--- config.mk ---
export PLATFORM = sky130hd
export DESIGN_NAME = pwm_update_ctrl_flat
export DESIGN_NICKNAME = d
export VERILOG_FILES = /design/src/rtl/pwm_update_ctrl_if.sv /design/src/rtl/pwm_update_ctrl.sv /design/src/flat_wrapper.sv
export SDC_FILE = /design/constraint.sdc
export NUM_CORES = 1
export LEC_CHECK = 0
export CAP_MARGIN = 20
export CELL_PAD_IN_SITES_DETAIL_PLACEMENT = 1
export CELL_PAD_IN_SITES_GLOBAL_PLACEMENT = 1
export CORE_ASPECT_RATIO = 0.9
export CORE_MARGIN = 2
export CORE_UTILIZATION = 45
export DETAILED_ROUTE_END_ITERATION = 10
export PLACE_DENSITY = 0.84
export RECOVER_POWER = 50
export SLEW_MARGIN = 20
export SYNTH_ARGS = -nofsm -noshare
export SYNTH_HDL_FRONTEND = slang
export SYNTH_SLANG_ARGS = --single-unit
--- constraint.sdc ---
create_clock -name clk -period 12.44 [get_ports clk]
set_clock_uncertainty 0.2 [all_clocks]
set_input_delay 3.11 -clock clk [delete_from_list [all_inputs] [get_ports clk]]
set_output_delay 3.11 -clock clk [all_outputs]
set_load 0.005 [all_outputs]
--- src/rtl/pwm_update_ctrl_if.sv ---
// pwm_update_ctrl_if -- configuration request channel of pwm_update_ctrl.
//
// Signals:
//   cfg_valid  : requester has a request on cfg_ch/cfg_period/cfg_duty
//   cfg_ready  : controller takes the request on this rising edge
//   cfg_ch     : target channel index
//   cfg_period : requested period
//   cfg_duty   : requested duty
//   cfg_err    : one-cycle pulse, the previous handshake was rejected
//
// Handshake: a transfer happens on every rising edge where cfg_valid and
// cfg_ready are both 1. cfg_ready is combinational from the controller
// state and cfg_ch; it does not depend on cfg_valid. The requester holds
// cfg_ch/cfg_period/cfg_duty stable while cfg_valid is 1 and cfg_ready is 0.
//
// Modports: master = requester, slave = pwm_update_ctrl.
interface pwm_update_ctrl_if #(
  parameter int CW = 16
);
  logic          cfg_valid;
  logic          cfg_ready;
  logic [3:0]    cfg_ch;
  logic [CW-1:0] cfg_period;
  logic [CW-1:0] cfg_duty;
  logic          cfg_err;

  modport master (
    output cfg_valid, cfg_ch, cfg_period, cfg_duty,
    input  cfg_ready, cfg_err
  );

  modport slave (
    input  cfg_valid, cfg_ch, cfg_period, cfg_duty,
    output cfg_ready, cfg_err
  );
endinterface

--- src/rtl/pwm_update_ctrl.sv ---
// pwm_update_ctrl -- glitch-free period/duty update controller for a bank
// of PWM channels. Requests land in per-channel shadow registers and are
// copied to the active registers only at a safe point: immediately for a
// disabled channel, otherwise on the channel's own counter wrap, or on
// channel 0's wrap for all channels when sync_mode is set.
//
// Ports:
//   clk, rst_n : clock (rising edge), synchronous active-low reset
//   cfg        : configuration request channel (pwm_update_ctrl_if.slave)
//   ch_en      : per-channel enable
//   ch_wrap    : per-channel one-cycle pulse when its counter returns to 0
//   sync_mode  : commit every pending enabled channel on ch_wrap[0]
//   period_o   : active periods, channel i at [i*CW +: CW]
//   duty_o     : active duties, packed like period_o
//   pending_o  : channel FSM state (1 = PENDING), also the debug view
//   upd_done   : one-cycle pulse when a channel's active values change
module pwm_update_ctrl #(
  parameter int NUM_CH = 4,
  parameter int CW     = 16
) (
  input  logic                 clk,
  input  logic                 rst_n,
  pwm_update_ctrl_if.slave     cfg,
  input  logic [NUM_CH-1:0]    ch_en,
  input  logic [NUM_CH-1:0]    ch_wrap,
  input  logic                 sync_mode,
  output logic [NUM_CH*CW-1:0] period_o,
  output logic [NUM_CH*CW-1:0] duty_o,
  output logic [NUM_CH-1:0]    pending_o,
  output logic [NUM_CH-1:0]    upd_done
);

  typedef enum logic {
    ST_IDLE    = 1'b0,
    ST_PENDING = 1'b1
  } ch_state_e;

  localparam logic [4:0] NUM_CH_L = 5'(NUM_CH);

  ch_state_e     state_q [NUM_CH];
  ch_state_e     state_d [NUM_CH];
  logic [CW-1:0] shd_per_q  [NUM_CH];
  logic [CW-1:0] shd_duty_q [NUM_CH];
  logic [CW-1:0] act_per_q  [NUM_CH];
  logic [CW-1:0] act_duty_q [NUM_CH];

  logic              ch_in_range;
  logic              duty_ok;
  logic              cfg_ready_c;
  logic              accept;
  logic              reject;
  logic [NUM_CH-1:0] sel;
  logic [NUM_CH-1:0] load;
  logic [NUM_CH-1:0] commit;
  logic [NUM_CH-1:0] upd_done_q;
  logic              cfg_err_q;

  // Out-of-range channels are always "ready" so the bad request is
  // consumed and reported instead of stalling the requester.
  always_comb begin
    ch_in_range = {1'b0, cfg.cfg_ch} < NUM_CH_L;
    duty_ok     = cfg.cfg_duty <= cfg.cfg_period;
    sel         = '0;
    cfg_ready_c = 1'b1;
    for (int i = 0; i < NUM_CH; i++) begin
      sel[i] = (cfg.cfg_ch == 4'(i));
      if (sel[i]) cfg_ready_c = (state_q[i] == ST_IDLE);
    end
    accept = cfg.cfg_valid & cfg_ready_c;
    reject = accept & ~(ch_in_range & duty_ok);
  end

  assign cfg.cfg_ready = cfg_ready_c;

  // Next-state logic. load only fires from IDLE and commit only from
  // PENDING, so a request accepted on a wrap edge can never commit on
  // that same edge.
  always_comb begin
    load   = '0;
    commit = '0;
    for (int i = 0; i < NUM_CH; i++) begin
      state_d[i] = state_q[i];
      load[i]    = accept & ch_in_range & duty_ok & sel[i];
      commit[i]  = (state_q[i] == ST_PENDING) &&
                   (!ch_en[i] || (sync_mode ? ch_wrap[0] : ch_wrap[i]));
      case (state_q[i])
        ST_IDLE:    if (load[i])   state_d[i] = ST_PENDING;
        ST_PENDING: if (commit[i]) state_d[i] = ST_IDLE;
        default:                   state_d[i] = ST_IDLE;
      endcase
    end
  end

  always_ff @(posedge clk) begin
    if (!rst_n) begin
      for (int i = 0; i < NUM_CH; i++) begin
        state_q[i]    <= ST_IDLE;
        shd_per_q[i]  <= '0;
        shd_duty_q[i] <= '0;
        act_per_q[i]  <= '0;
        act_duty_q[i] <= '0;
      end
      upd_done_q <= '0;
      cfg_err_q  <= 1'b0;
    end else begin
      for (int i = 0; i < NUM_CH; i++) begin
        state_q[i] <= state_d[i];
        if (load[i]) begin
          shd_per_q[i]  <= cfg.cfg_period;
          shd_duty_q[i] <= cfg.cfg_duty;
        end
        if (commit[i]) begin
          act_per_q[i]  <= shd_per_q[i];
          act_duty_q[i] <= shd_duty_q[i];
        end
      end
      upd_done_q <= commit;
      cfg_err_q  <= reject;
    end
  end

  assign upd_done    = upd_done_q;
  assign cfg.cfg_err = cfg_err_q;

  for (genvar g = 0; g < NUM_CH; g++) begin : g_out
    assign period_o[g*CW +: CW] = act_per_q[g];
    assign duty_o[g*CW +: CW]   = act_duty_q[g];
    assign pending_o[g]         = (state_q[g] == ST_PENDING);
  end

endmodule

--- src/flat_wrapper.sv ---
// flat-port wrapper written by rule: the top's interface ports become plain ports
module pwm_update_ctrl_flat 
#(
  parameter int NUM_CH = 4,
  parameter int CW     = 16
)
  (clk, rst_n, ch_en, ch_wrap, sync_mode, period_o, duty_o, pending_o, upd_done, cfg_cfg_valid, cfg_cfg_ch, cfg_cfg_period, cfg_cfg_duty, cfg_cfg_ready, cfg_cfg_err);
  pwm_update_ctrl_if #(.CW(CW)) cfg_i ();
  input  logic clk;
  input  logic rst_n;
  input  logic [NUM_CH-1:0] ch_en;
  input  logic [NUM_CH-1:0] ch_wrap;
  input  logic sync_mode;
  output logic [NUM_CH*CW-1:0] period_o;
  output logic [NUM_CH*CW-1:0] duty_o;
  output logic [NUM_CH-1:0] pending_o;
  output logic [NUM_CH-1:0] upd_done;
  input wire logic [$bits(cfg_i.cfg_valid)-1:0] cfg_cfg_valid;
  input wire logic [$bits(cfg_i.cfg_ch)-1:0] cfg_cfg_ch;
  input wire logic [$bits(cfg_i.cfg_period)-1:0] cfg_cfg_period;
  input wire logic [$bits(cfg_i.cfg_duty)-1:0] cfg_cfg_duty;
  output wire logic [$bits(cfg_i.cfg_ready)-1:0] cfg_cfg_ready;
  output wire logic [$bits(cfg_i.cfg_err)-1:0] cfg_cfg_err;
  assign cfg_i.cfg_valid = cfg_cfg_valid;
  assign cfg_i.cfg_ch = cfg_cfg_ch;
  assign cfg_i.cfg_period = cfg_cfg_period;
  assign cfg_i.cfg_duty = cfg_cfg_duty;
  assign cfg_cfg_ready = cfg_i.cfg_ready;
  assign cfg_cfg_err = cfg_i.cfg_err;
  pwm_update_ctrl #(.NUM_CH(NUM_CH), .CW(CW)) u_core (.clk(clk), .rst_n(rst_n), .cfg(cfg_i), .ch_en(ch_en), .ch_wrap(ch_wrap), .sync_mode(sync_mode), .period_o(period_o), .duty_o(duty_o), .pending_o(pending_o), .upd_done(upd_done));
endmodule
==> flow_summary.ini <==
[outcome]
status = finished with violations
violations = capacitance limit, slew limit

[placement]
place.gp.congestion = 0.8399
hpwlAfterDp_mm = 21.12
placed_cell_area_sq_um = 13040
port-buffer-count = 185

[route]
drc = 0
viasPerCell = 5.877
drtAntennaViolNets = 0
drt_pass1_iterations = 5
wl_per_cell_microns = 25.53
num_vias = 7405
drtIter0Drc = 732
totalWireLength_mm = 32.16

[worst_setup_path]
worstSetupStartpoint = cfg_cfg_ch[0]
startpoint_type = input pin
worst-path-stages = 5
cp.required_ns = 9.13
path_cells = clkdlybuf4s50_1 -> nor4bb_1 -> a22o_1 -> nor2_1 -> clkdlybuf4s50_1
endpoint_kind = output pin
timing.rr.start = u_core.state_q[3]
cp_top_family = buffers and inverters
worst-path-max-fanout = 8
r2r_setup_slack_ns = 8.51
reg2regPathDepth = 6
worstPathArrival_ns = 5.46
reg2reg_to = u_core.act_per_q[3][3]
critPathBufInv = 2
max_stage_delay_ns = 0.72
crit_type = input pin to output pin
cpMostUsedCell = clkdlybuf4s50_1
endpoint = cfg_cfg_ready
slowest_stage = clkdlybuf4s50_1

[synth]
yosysTopAreaCell = edfxtp_1
netlist-cell-type-count = 40
synthFlopType = edfxtp_1
yosys-top-cells-count = edfxtp_1 (256), and3_1 (97), nor3_1 (81)
synth_seq_cells = 265
netlist_area_sq_um = 10930
synth_async_sr_flop_share_pct = 0
synthMostInstantiatedCell = edfxtp_1
syn_inst = 771
synth_edf_count = 256
yosys_warnings = 0
netlist_top_cells_area = edfxtp_1 (70%), and3_1 (5.6%), nor3_1 (3.7%)
synth_top_area_share_pct = 70.32
ys_seq_area_share_pct = 71.97
post_synth.cell_area_avg_sq_um = 14.18
synth.net_count = 835

[power]
power_frac_clock_pct = 38.8
peakVddDrop_v = 0.00007957
p_leak_nw = 5.166
p_seq_share_pct = 54.2
p_sw_share_pct = 22.78
pwr-share-comb_pct = 7.0
intPower_mw = 1.450
p_switching_uw = 427.7
power_density_nw_per_um2 = 136.3

[clock_tree]
cts_buffers = 27
cts-root-buf = clkbuf_16
cts_max_path_buffers = 3
cts_resized = 0
cts_tree = yes
clk_pin_slew_worst_paths_ns = 0.07
cts_max_level = 1
postCtsSetupRepairBufs = 0
clock_sinks = 265
clk_latency_ns = 0.53
ctsHoldBuffers = 0

[final_layout]
fin_area_sq_um = 13780
layout.nets = 995
post_route_cells_drive_above_1_share_pct = 8.623
syn2layout_area_growth_pct = 26.05

[die]
die_h_microns = 151.9
rows = 54
start_util_pct = 45.45
io_pins = 186
die_w_microns = 168.3
core_area_sq_um = 24050
dieArea_sq_um = 25560

[timing]
fmax_ghz = 0.1140
rsz0062_at_grt = no
report.final.slew_viol_count = 215
slew_headroom_pct = -147.5
period_share_pct = 70.50
finalHoldViolCount = 0
fin_setup_tns_ns = 0
worstMarginPinSlew_ns = 3.713
period_needed_ns = 8.771
setup_violations = 0

[grt]
grt_max_degree = 108
grt_usage_pct = 25.09
overflow = 0
antenna_found_initial = 3
grt_pass1_wl_mm = 48.09
grt_pass1_vias = 7694

[job]
max_cap_violations = 4

[hold_path]
hp-class = register to register
==> through the flow <==
step | setup WS (ns) | utilization, % | power, mW | instances | hold WS (ns)
after floorplan | 3.726 | - | 1.089 | 771 | 0.2588
after global placement | 4.057 | 54.12 | 1.166 | 1209 | 0.2998
after detailed placement | 3.805 | 54.20 | 1.174 | 1210 | 0.3043
after CTS | 3.730 | 57.40 | 1.891 | 1259 | 0.3161
after global routing | 3.397 | 57.29 | 1.931 | 1260 | 0.3418
final | 3.669 | 57.29 | 1.878 | 1260 | 0.3126
==> worst min-delay path by stage <==
stage                            startpoint                      end  slack, ns  depth (start not counted)
floorplan                 u_core.state_q[0]        u_core.state_q[0]       0.26                          2
global placement    u_core.shd_per_q[0][13]  u_core.act_per_q[0][13]       0.30                          1
detailed placement  u_core.shd_duty_q[0][8]  u_core.act_duty_q[0][8]       0.30                          1
CTS                 u_core.shd_duty_q[0][2]  u_core.act_duty_q[0][2]       0.32                          1
global route        u_core.shd_duty_q[0][8]  u_core.act_duty_q[0][8]       0.34                          1
finish              u_core.shd_duty_q[0][2]  u_core.act_duty_q[0][2]       0.31                          1
==> worst register-to-register path, delay by kind of cell (launching register included) <==
family          cells  cell delay, ns
flops               1            0.37
simple gates        1            0.21
compound gates      1            0.15
buf+inv             4            2.55
==> cell usage in the layout, fill, tap and decap left out, types with 4 or more instances in the layout <==
cell,n
nor4_2,9
ha_1,16
and3_1,97
nand4_1,4
and2_1,10
o21ai_0,4
nor3b_1,16
buf_4,11
inv_1,25
edfxtp_1,256
nand2_1,9
clkbuf_16,27
dfxtp_1,9
a21oi_1,7
nor4b_1,6
and2_0,25
clkbuf_1,14
clkinv_2,6
clkdlybuf4s50_1,45
dlygate4sd3_1,139
nor4b_2,11
nand3_1,66
clkinv_1,9
nor4_1,8
nor3_1,80
nor2_1,7
==> final cells by class <==
cell class | count | area, sq um
Fill cell | 2306 | 10270
Sequential cell | 265 | 7868
Multi-Input combinational cell | 406 | 2683
Timing Repair Buffer | 205 | 1974
Clock buffer | 33 | 698.2
Tap cell | 308 | 385.4
Inverter | 26 | 97.59
Clock inverter | 16 | 71.32
Antenna cell | 1 | 2.502
==> layer usage <==
| layer | track usage [%] | vias up | routed length [microns] |
|---|---|---|---|
| li1 | - | 3233 | - |
| met1 | 32.69 | 3735 | 12450 |
| met2 | 40.78 | 363 | 15610 |
| met3 | 6.252 | 74 | 2890 |
| met4 | 9.647 | 0 | 1216 |
| met5 | 0 | - | 0 |
==> power by group through the flow <==
stage	Clock, mW	Combinational [mW]	Sequential [mW]
2_1_floorplan	0	0.0533	1.04
3_5_place_dp	0	0.137	1.04
5_1_grt	0.770	0.140	1.02
4_1_cts	0.735	0.137	1.02
3_3_place_gp	0	0.131	1.04
6_report	0.728	0.132	1.02
==> cells by family after synthesis <==
logic type      synth area share, %
flops                         71.97
buf+inv                       4.086
compound gates                1.557
mux                         0.09157
fa+ha+maj                     1.831
simple gates                  20.46
==> registers in the layout (all words and copies together) (netlist names) <==
signal,count
u_core.act_per_q,64
u_core.shd_per_q,64
u_core.upd_done,4
u_core.act_duty_q,64
u_core.cfg.cfg_err,1
u_core.shd_duty_q,64
u_core.state_q,4
Note: power is estimated with default switching activity, not from simulation.
